<file path="src/rtl/conv_link_pkg.sv">
// Shared definitions for the convolution-result host link: baud encoding,
// 16x oversampling divisor table, receiver state encoding and frame constants.
package conv_link_pkg;

  localparam int          FRAME_WORDS_DEF = 16;
  localparam int unsigned OVS             = 16;
  localparam int          DIV_W           = 16;

  typedef enum logic [2:0] {
    BAUD_9600   = 3'd0,
    BAUD_19200  = 3'd1,
    BAUD_38400  = 3'd2,
    BAUD_57600  = 3'd3,
    BAUD_115200 = 3'd4
  } baud_e;

  typedef enum logic [1:0] {
    ST_IDLE  = 2'd0,
    ST_START = 2'd1,
    ST_DATA  = 2'd2,
    ST_STOP  = 2'd3
  } rx_state_e;

  // Line rate in bit/s for a baud selector value.
  function automatic int unsigned baud_rate(baud_e sel);
    case (sel)
      BAUD_9600:   return 32'd9600;
      BAUD_19200:  return 32'd19200;
      BAUD_38400:  return 32'd38400;
      BAUD_57600:  return 32'd57600;
      BAUD_115200: return 32'd115200;
      default:     return 32'd115200;
    endcase
  endfunction

  // Selector values above the last defined rate behave as the fastest rate.
  function automatic logic [2:0] baud_clamp(logic [2:0] sel);
    return (sel > 3'd4) ? 3'd4 : sel;
  endfunction

  // Oversample divisors for all five rates, rounded to nearest, never zero.
  function automatic logic [4:0][DIV_W-1:0] div_table(int unsigned clk_freq);
    logic [4:0][DIV_W-1:0] tab;
    int unsigned           br;
    int unsigned           d;
    tab = '0;
    for (int i = 0; i < 5; i++) begin
      br = baud_rate(baud_e'(i[2:0]));
      d  = (clk_freq + (br * OVS) / 32'd2) / (br * OVS);
      if (d == 32'd0) begin
        d = 32'd1;
      end
      tab[i] = d[DIV_W-1:0];
    end
    return tab;
  endfunction

endpackage

</file>
<file path="src/rtl/uart_rx_core.sv">
// 8N1 UART receiver core: 2-flop synchroniser, 16x tick divider, start/data/
// stop state machine with 2-of-3 majority sampling on ticks 7, 8 and 9.
// rx_data/rx_ok/rx_bad are decision-cycle strobes; the owner registers them.
module uart_rx_core
  import conv_link_pkg::*;
#(
  parameter int CLK_FREQ = 50_000_000
)
(
  input  logic       clk,
  input  logic       rst,
  input  logic       rx,
  input  logic [2:0] baud_set,
  output logic [7:0] rx_data,
  output logic       rx_ok,
  output logic       rx_bad,
  output logic       busy
);

  localparam logic [4:0][DIV_W-1:0] DIV_TAB = div_table(CLK_FREQ);

  logic             rx_meta_r;
  logic             rx_sync_r;
  logic             rx_prev_r;
  rx_state_e        state_r;
  rx_state_e        state_nxt_s;
  logic [DIV_W-1:0] div_r;
  logic [DIV_W-1:0] tick_cnt_r;
  logic [3:0]       ovs_cnt_r;
  logic [2:0]       bit_cnt_r;
  logic [1:0]       samp_r;
  logic [7:0]       shift_r;
  logic             busy_r;

  logic fall_s;
  logic tick_s;
  logic decide_s;
  logic bit_end_s;
  logic maj_s;
  logic rx_ok_s;
  logic rx_bad_s;

  assign fall_s    = rx_prev_r & ~rx_sync_r;
  assign tick_s    = (tick_cnt_r == (div_r - 16'd1));
  assign decide_s  = tick_s & (ovs_cnt_r == 4'd9);
  assign bit_end_s = tick_s & (ovs_cnt_r == 4'd15);
  assign maj_s     = (samp_r[0] & samp_r[1]) | (samp_r[0] & rx_sync_r) |
                     (samp_r[1] & rx_sync_r);

  // Bring the asynchronous line into the clock domain and keep the previous
  // synchronised level for falling-edge detection.
  always_ff @(posedge clk or posedge rst) begin
    if (rst) begin
      rx_meta_r <= 1'b1;
      rx_sync_r <= 1'b1;
      rx_prev_r <= 1'b1;
    end else begin
      rx_meta_r <= rx;
      rx_sync_r <= rx_meta_r;
      rx_prev_r <= rx_sync_r;
    end
  end

  // Next-state and decision strobes.
  always_comb begin
    state_nxt_s = state_r;
    rx_ok_s     = 1'b0;
    rx_bad_s    = 1'b0;
    case (state_r)
      ST_IDLE: begin
        if (fall_s) begin
          state_nxt_s = ST_START;
        end else begin
          state_nxt_s = ST_IDLE;
        end
      end
      ST_START: begin
        if (decide_s && maj_s) begin
          state_nxt_s = ST_IDLE;
        end else if (bit_end_s) begin
          state_nxt_s = ST_DATA;
        end else begin
          state_nxt_s = ST_START;
        end
      end
      ST_DATA: begin
        if (bit_end_s && (bit_cnt_r == 3'd7)) begin
          state_nxt_s = ST_STOP;
        end else begin
          state_nxt_s = ST_DATA;
        end
      end
      ST_STOP: begin
        if (decide_s) begin
          state_nxt_s = ST_IDLE;
          rx_ok_s     = maj_s;
          rx_bad_s    = ~maj_s;
        end else begin
          state_nxt_s = ST_STOP;
        end
      end
      default: begin
        state_nxt_s = ST_IDLE;
      end
    endcase
  end

  // State register and busy flag, which tracks the state exactly.
  always_ff @(posedge clk or posedge rst) begin
    if (rst) begin
      state_r <= ST_IDLE;
      busy_r  <= 1'b0;
    end else begin
      state_r <= state_nxt_s;
      busy_r  <= (state_nxt_s != ST_IDLE);
    end
  end

  // Divider, oversample/bit counters, majority samples and data shifter.
  // The rate is captured on the start edge so baud_set may change freely
  // while a character is in flight.
  always_ff @(posedge clk or posedge rst) begin
    if (rst) begin
      div_r      <= DIV_TAB[4];
      tick_cnt_r <= '0;
      ovs_cnt_r  <= 4'd0;
      bit_cnt_r  <= 3'd0;
      samp_r     <= 2'b11;
      shift_r    <= 8'd0;
    end else if (state_r == ST_IDLE) begin
      if (fall_s) begin
        div_r      <= DIV_TAB[baud_clamp(baud_set)];
        tick_cnt_r <= '0;
        ovs_cnt_r  <= 4'd0;
        bit_cnt_r  <= 3'd0;
      end
    end else begin
      if (tick_s) begin
        tick_cnt_r <= '0;
        ovs_cnt_r  <= ovs_cnt_r + 4'd1;
        if (ovs_cnt_r == 4'd7) begin
          samp_r[0] <= rx_sync_r;
        end
        if (ovs_cnt_r == 4'd8) begin
          samp_r[1] <= rx_sync_r;
        end
      end else begin
        tick_cnt_r <= tick_cnt_r + 16'd1;
      end
      if ((state_r == ST_DATA) && decide_s) begin
        shift_r <= {maj_s, shift_r[7:1]};
      end
      if ((state_r == ST_DATA) && bit_end_s) begin
        bit_cnt_r <= bit_cnt_r + 3'd1;
      end
    end
  end

  assign rx_data = shift_r;
  assign rx_ok   = rx_ok_s;
  assign rx_bad  = rx_bad_s;
  assign busy    = busy_r;

endmodule

</file>
<file path="src/rtl/conv_word_rx.sv">
// Convolution-word receiver: pairs received bytes (high then low) into
// 16-bit words and numbers them within a FRAME_WORDS-word frame.
// Optional feature macro CONV_WORD_RX_TIMEOUT_EN drops a stale high byte
// after TIMEOUT_BITS idle bit-times and restarts the frame count.
module conv_word_rx
  import conv_link_pkg::*;
#(
  parameter int CLK_FREQ     = 50_000_000,
  parameter int FRAME_WORDS  = FRAME_WORDS_DEF,
  parameter int TIMEOUT_BITS = 20
)
(
  input  logic        clk,
  input  logic        rst,
  input  logic        rx,
  input  logic [2:0]  baud_set,
  output logic [7:0]  rx_byte,
  output logic        byte_valid,
  output logic [15:0] word,
  output logic        word_valid,
  output logic [3:0]  word_idx,
  output logic        frame_done,
  output logic        framing_err,
  output logic        timeout,
  output logic        rx_busy
);

  localparam logic [3:0] LAST_IDX = 4'(FRAME_WORDS - 1);

  logic [7:0]  core_data_s;
  logic        core_ok_s;
  logic        core_bad_s;
  logic        core_busy_s;
  logic        to_fire_s;

  logic [7:0]  rx_byte_r;
  logic        byte_valid_r;
  logic [15:0] word_r;
  logic        word_valid_r;
  logic [3:0]  word_idx_r;
  logic        frame_done_r;
  logic        framing_err_r;
  logic        timeout_r;
  logic [7:0]  hi_r;
  logic        pend_r;
  logic [3:0]  cnt_r;

  uart_rx_core #(
    .CLK_FREQ (CLK_FREQ)
  ) u_core (
    .clk      (clk),
    .rst      (rst),
    .rx       (rx),
    .baud_set (baud_set),
    .rx_data  (core_data_s),
    .rx_ok    (core_ok_s),
    .rx_bad   (core_bad_s),
    .busy     (core_busy_s)
  );

`ifdef CONV_WORD_RX_TIMEOUT_EN
  localparam logic [4:0][DIV_W-1:0] DIV_TAB = div_table(CLK_FREQ);
  localparam int TO_W = $clog2(TIMEOUT_BITS + 1);

  logic [DIV_W+3:0] to_clk_r;
  logic [TO_W-1:0]  to_bits_r;
  logic [DIV_W+3:0] bit_clks_s;

  assign bit_clks_s = {DIV_TAB[baud_clamp(baud_set)], 4'b0000};
  assign to_fire_s  = pend_r & ~core_busy_s & (to_bits_r == TO_W'(TIMEOUT_BITS));

  // Count idle bit-times while a high byte waits for its partner; any
  // reception activity or an empty pairing register restarts the count.
  always_ff @(posedge clk or posedge rst) begin
    if (rst) begin
      to_clk_r  <= '0;
      to_bits_r <= '0;
    end else if (!pend_r || core_busy_s) begin
      to_clk_r  <= '0;
      to_bits_r <= '0;
    end else if (to_clk_r == (bit_clks_s - 20'd1)) begin
      to_clk_r  <= '0;
      to_bits_r <= to_bits_r + 1'b1;
    end else begin
      to_clk_r  <= to_clk_r + 20'd1;
    end
  end
`else
  // TIMEOUT_BITS has no effect without the timeout feature.
  assign to_fire_s = 1'b0 & (TIMEOUT_BITS == 0);
`endif

  // Byte pairing, word/frame numbering and registered output pulses.
  always_ff @(posedge clk or posedge rst) begin
    if (rst) begin
      rx_byte_r     <= 8'd0;
      byte_valid_r  <= 1'b0;
      word_r        <= 16'd0;
      word_valid_r  <= 1'b0;
      word_idx_r    <= 4'd0;
      frame_done_r  <= 1'b0;
      framing_err_r <= 1'b0;
      timeout_r     <= 1'b0;
      hi_r          <= 8'd0;
      pend_r        <= 1'b0;
      cnt_r         <= 4'd0;
    end else begin
      byte_valid_r  <= core_ok_s;
      framing_err_r <= core_bad_s;
      timeout_r     <= to_fire_s;
      word_valid_r  <= 1'b0;
      frame_done_r  <= 1'b0;
      if (core_ok_s) begin
        rx_byte_r <= core_data_s;
        if (pend_r) begin
          word_r       <= {hi_r, core_data_s};
          word_valid_r <= 1'b1;
          word_idx_r   <= cnt_r;
          frame_done_r <= (cnt_r == LAST_IDX);
          cnt_r        <= (cnt_r == LAST_IDX) ? 4'd0 : (cnt_r + 4'd1);
          pend_r       <= 1'b0;
        end else begin
          hi_r   <= core_data_s;
          pend_r <= 1'b1;
        end
      end else if (core_bad_s) begin
        // Resynchronise pairing: the next good byte is a high byte.
        pend_r <= 1'b0;
      end else if (to_fire_s) begin
        pend_r <= 1'b0;
        cnt_r  <= 4'd0;
      end
    end
  end

  assign rx_byte     = rx_byte_r;
  assign byte_valid  = byte_valid_r;
  assign word        = word_r;
  assign word_valid  = word_valid_r;
  assign word_idx    = word_idx_r;
  assign frame_done  = frame_done_r;
  assign framing_err = framing_err_r;
  assign timeout     = timeout_r;
  assign rx_busy     = core_busy_s;

endmodule

</file>
<file path="config.mk">
export PLATFORM = sky130hd
export DESIGN_NAME = conv_word_rx
export DESIGN_NICKNAME = d
export VERILOG_FILES = /design/src/rtl/conv_link_pkg.sv /design/src/rtl/uart_rx_core.sv /design/src/rtl/conv_word_rx.sv
export SDC_FILE = /design/constraint.sdc
export NUM_CORES = 1
export LEC_CHECK = 0
export CAP_MARGIN = 10
export CORE_MARGIN = 4
export CORE_UTILIZATION = 35
export CTS_CLUSTER_SIZE = 10
export DETAILED_ROUTE_END_ITERATION = 12
export HOLD_SLACK_MARGIN = 0.02
export RECOVER_POWER = 100
export SYNTH_ARGS = -nofsm -noshare
export SYNTH_HDL_FRONTEND = slang
export SYNTH_SLANG_ARGS = --single-unit
</file>
<file path="constraint.sdc">
create_clock -name clk -period 7.1 [get_ports clk]
set_input_delay 1.065 -clock clk [delete_from_list [all_inputs] [get_ports clk]]
set_output_delay 1.065 -clock clk [all_outputs]
set_load 0.02 [all_outputs]
</file>
# Word level (Yosys, flattened, before mapping)
# Memories as Yosys holds them, arrays and structs flattened. A register that Yosys moved wholly into a read port is not among the register bits.
# Index checks and enable logic that the tools add are counted.
[classes] n_mux=28 eq_ne=11 add_sub_neg=5 magnitude_cmp=1 reduce_logical=17 bitwise=12
[op_table] op="two-way mux 16 bit" count=3
[op_table] op="adder 16 x 1 -> 16 bit (second input constant)" count=1
[op_table] op="== test 16 bit" count=1
[op_table] op="== test 4 bit (second input constant)" count=4
[op_table] op="two-way mux 4 bit" count=4
[op_table] op="subtractor 16 x 1 -> 16 bit (second input constant)" count=1
[op_table] op="two-way mux 1 bit" count=13
[op_table] op="two-way mux 3 bit" count=4
[op_table] op="AND reduction 2 bit" count=6
[op_table] op="adder 4 x 1 -> 4 bit (second input constant)" count=2
[op_table] op="case mux 2 bit (4 select lines)" count=1
[op_table] op="nonzero test 2 bit" count=4
[op_table] op="AND 1 bit" count=6
[op_table] op="two-way mux 2 bit" count=3
[op_table] op="AND reduction 3 bit" count=2
[op_table] op="== test 2 bit (second input constant)" count=2
[op_table] op="== test 4 x 3 -> 1 bit (second input constant)" count=1
[op_table] op="logical AND 1 bit" count=4
[op_table] op="NOT 1 bit" count=4
[op_table] op="adder 3 x 1 -> 3 bit (second input constant)" count=1
[op_table] op="== test 3 bit (second input constant)" count=1
[op_table] op="> comparator 3 bit (second input constant)" count=1
[op_table] op="== test 2 x 1 -> 1 bit (second input constant)" count=1
[op_table] op="zero test 2 bit" count=1
[op_table] op="2 further kinds" count=3
[word_totals] reg_bits=84 n_memories=1 rom_bits=128
[memory_table] name="(name not given)" depth=8 width=16 rd=1 rd_ports_with_merged_regs=1 write_ports=0 line_no="uart_rx_core.sv:132" text="div_r <= DIV_TAB[baud_clamp(baud_set)];"

# Longest topological paths before layout
[logic_depth] word_depth=8 depth_mapped=11 ltp_nobuf=9

# Cells and area by module
# A second synthesis with hierarchy kept.
[unflattened] hier_cells=405 area_unflattened_um2=4629.4
[by_module_without_submodules] mod="uart_rx_core" area_per_inst_um2=2874.0 cells_per_inst=297 instances=1
[by_module_without_submodules] mod="conv_word_rx" area_per_inst_um2=1755.4 cells_per_inst=108 instances=1

# Worst setup path before layout
# OpenSTA, ideal clock, no wires.
[synth_path] path_type="register to register" start="register u_core.div_r[0]" end="register hi_r[0]" slack_ns=3.929 setup_ns=0.125 t_required_ns=6.975 synth_period_minus_slack_ns=3.171 stages_incl_launch_ff=10 n_path_buf=0 arrival_time_ns=3.047 path_cell_list="dfstp_2 > inv_1 > ha_1 > or3b_2 > nor4_1 > nor4_1 > nor4_1 > nand4_1 > nor2_2 > mux2_2"
[synth_via] elab_chain_len=6
[synth_rtl] element="from (decl)" line_no="uart_rx_core.sv:27" text="logic [DIV_W-1:0] div_r;"
[synth_rtl] element="subtractor 16 x 1 -> 16 bit" line_no="uart_rx_core.sv:44" text="assign tick_s = (tick_cnt_r == (div_r - 16'd1));"
[synth_rtl] element="== test 16 bit" line_no="uart_rx_core.sv:44"
[synth_rtl] element="AND 1 bit" line_no="uart_rx_core.sv:45" text="assign decide_s = tick_s & (ovs_cnt_r == 4'd9);"
[synth_rtl] element="two-way mux 1 bit" line_no="uart_rx_core.sv:94" text="if (decide_s) begin"
[synth_rtl] element="two-way mux 1 bit" line_no="uart_rx_core.sv:69" text="case (state_r)"
[synth_rtl] element="AND reduction 2 bit (no line)"
[synth_rtl] element="to (signal assigned)" line_no="conv_word_rx.sv:123" text="hi_r <= core_data_s;"
[synth_rtl] element="to (decl)" line_no="conv_word_rx.sv:44" text="logic [7:0] hi_r;"
# Every way passes these cells.
# A chain may end at the register's enable or synchronous reset.

# Worst setup path in the final report
[layout_path] start="register u_core.div_r[2]" end="register cnt_r[3]"
[layout_via] elab_chain_len=6
[layout_rtl] element="subtractor 16 x 1 -> 16 bit" line_no="uart_rx_core.sv:44"
[layout_rtl] element="== test 16 bit" line_no="uart_rx_core.sv:44"
[layout_rtl] element="AND 1 bit" line_no="uart_rx_core.sv:45"
[layout_rtl] element="two-way mux 1 bit" line_no="uart_rx_core.sv:94"
[layout_rtl] element="two-way mux 1 bit" line_no="uart_rx_core.sv:69"
[layout_rtl] element="AND reduction 2 bit (no line)"
[layout_rtl] element="to (signal assigned)" line_no="conv_word_rx.sv:120" text="cnt_r <= (cnt_r == LAST_IDX) ? 4'd0 : (cnt_r + 4'd1);"
[layout_rtl] element="to (decl)" line_no="conv_word_rx.sv:46" text="logic [3:0] cnt_r;"
# Every way passes these cells.

==> run metrics <==
CP required=7.28 ns; PostCTS Resize Cnt=0; Layout area overhead=15.7%; power per cell area=246 nW/um2; status=completed; Pins Over Slew Limit=0; cells after synthesis=400; # clock sinks=93; part of the power in registers=48.8%; first-pass GRT wire length=14,900 um; die span in x=122 um; largest family of logic cells by synthesized area=simple AND/OR/NAND/NOR gates; Synth Area in XOR/XNOR=2.69%; CTS Buf Count=9; Switching Share=29.5%; Multi-input gate area=1980 um2; RSZ-0062 raised after global routing=no; initial antenna violation count=0; Max Cap Viol=0; Post-synth EDFFs=0; die area=14,900 um2; crit path max fanout=27; Netlist Area Pre-Place=4560 um2; clk slew on worst S/H paths=0.07 ns; fill count=1,255; Clock Latency Late Sink=0.34 ns; Post-synth ARST share=100%; clock share of power=34.9%; post-synthesis mux area share=14.0%; Yosys cell types=61; Worst Path Arrival=4.20 ns; core footprint=12,700 um2; GPL Wtd Cong=0.770; syn_area_per_cell=11.4 um2; pre-CTS setup slack=3.27 ns; CP Launch Type=flip-flop; Buf+Inv Stages, Crit Path=1; HPWL Detailed=6090 um; Clock Path Buffers=2; I/O Buffers=38; Worst Skew=0.00758 ns; post-route minimum period=4.03 ns; syn_nets=417; Setup-failing EPs final=0; Total Wirelength=8410 um; # diodes=0; all-layer global routing usage=12.6%; Most common cell on crit path=or4_1; final setup TNS=0 ns; commonest cells after routing, fill and taps aside=dfrtp_1, dlygate4sd3_1, mux2_2; critical path type=reg -> reg; maximum VDD drop=137 uV; antenna violation net count after detailed routing=0; largest net degree at the start of global routing=70; sequential cell area=2340 um2; cell leakage power=2.54 nW; relative max-transition margin=2.28%; Post-Synth Adder-Cell Area=3.24%; drt wl/cell=13.7 um; max incr delay on CP=0.59 ns; TritonRoute pass-1 iters=4; Yosys warning total=0; element type at the critical path end=flip-flop; Pint=0.000915 W; number of nets in the layout=452; final hold violations=0; combinational power share=16.3%; Hold Crit Class=reg -> reg; # rows=41; CP delay by family, top=simple AND/OR/NAND/NOR gates; Main synth FF type=dfrtp_1; P_sw=0.000384 W; most common cell after layout, fill and taps aside=dfrtp_1; setup ws final=3.07 ns; Starting Density=36.0%; share of cells above drive strength 1=14.5%; CTS Hold Buffers Added=0; IO Pins=40; total gr overflow=0; number of global-route vias before repair=3,021; Synth Area in Simple Gates=14.9%; final worst-path cycle share=56.7%; Critical Path, Cell by Cell=or4_1, or3_1, o211ai_1, or4b_1, or4_1, clkbuf_1, o31ai_1, o41ai_2; critical path's slowest cell=or4_1; Setup Buffers After CTS=0; Synth Register Bits=93; DR vias/cell=5.10; fmax=248 MHz; 1st-iter DRT viols=225; post-synthesis compound-gate area fraction=10.4%; CTS root buf=clkbuf_16; Seq/Total Area, Yosys=51.3%; htree depth=3; residual DRC count=0; CTS tree=done; via count=3,119; DIE HEIGHT=122 um; Slew @ Worst Pin=1.47 ns
[Yosys cell counts, drive strengths merged, types with 3 or more instances]
cell	instances	area [um2]
inv	16	60.1
a22o	4	35.0
nor2	17	66.3
clkbuf	12	45.0
xor2	5	43.8
nand2	28	105
or3	4	25.0
nor3	11	60.1
o21ai	17	85.1
ha	11	138
mux2	50	619
nand4	6	37.5
nor4	6	37.5
or4	4	33.8
nor3b	3	22.5
nand3	13	65.1
xnor2	9	78.8
dfrtp	84	2100
and3	10	62.6
buf	5	50.0
a31oi	15	93.8
dfstp	9	236
a21oi	14	70.1
nand2b	12	75.1
[cell type report]
type                    count  share of cell area (%)
flip-flops and latches     93                    44.3
clock buffers              11                    4.60
clock inverters             5                   0.806
well taps                 172                    4.08
repair buffers             41                    7.49
multi-input cells         274                    37.6
inverters                  16                    1.16
[stage by stage]
step	power (W)	hold slack (ns)	utilization, %	instances	instance area, um2
after floorplan	0.000805	0.345	-	400	4560
after global routing	0.00138	0.370	41.7	612	5280
final	0.00130	0.362	41.7	612	5280
after detailed placement	0.000861	0.348	40.1	596	5090
after global placement	0.000853	0.346	40.1	596	5090
after CTS	0.00132	0.357	42.4	612	5370
[worst paths after layout]
check	start	end	slack [ns]	depth (start not counted)
max in group asynchronous	rst	u_core.tick_cnt_r[6]$_DFFE_PP0P_	4.40	3
max	u_core.div_r[2]$_DFFE_PP0P_	cnt_r[3]$_DFFE_PP0P_	3.07	8
min in group asynchronous	rst	word_valid$_DFF_PP0_	1.36	2
min reg2reg	u_core.rx_meta_r$_DFF_PP1_	u_core.rx_sync_r$_DFF_PP1_	0.36	0
max reg2reg	u_core.div_r[2]$_DFFE_PP0P_	cnt_r[3]$_DFFE_PP0P_	3.07	8
min	u_core.rx_meta_r$_DFF_PP1_	u_core.rx_sync_r$_DFF_PP1_	0.36	0
[registers in the layout, indices dropped and copies added (netlist names), 2 cells and up]
signal	count
cnt_r	4
hi_r	8
rx_byte	8
u_core.bit_cnt_r	3
u_core.div_r	9
u_core.ovs_cnt_r	4
u_core.rx_data	8
u_core.samp_r	2
u_core.state_r	2
u_core.tick_cnt_r	16
word	16
word_idx	4
[kinds of logic (layout without fill, tap and decap cells)]
family | Yosys count | count (layout)
mux | 52 | 52
buf+inv | 33 | 73
xor+xnor | 14 | 14
other cells | 1 | 1
flops | 93 | 93
fa+ha+maj | 12 | 12
compound gates | 70 | 70
simple gates | 125 | 125
[routing by layer]
metal / global-route usage [%] / routed length, um
met5: 0 / 0
met4: 4.69 / 152
met3: 3.99 / 434
met2: 18.8 / 3750
met1: 17.3 / 4070
[power by group through the flow]
stage                     logic (W)  clock network, W  registers [W]
after global routing       0.000242          0.000494       0.000644
final                      0.000211          0.000453       0.000634
after global placement     0.000211                 0       0.000642
after CTS                  0.000218          0.000468       0.000635
after detailed placement   0.000216                 0       0.000645
after floorplan            0.000189                 0       0.000615
Power figures use the tool's default switching activity.
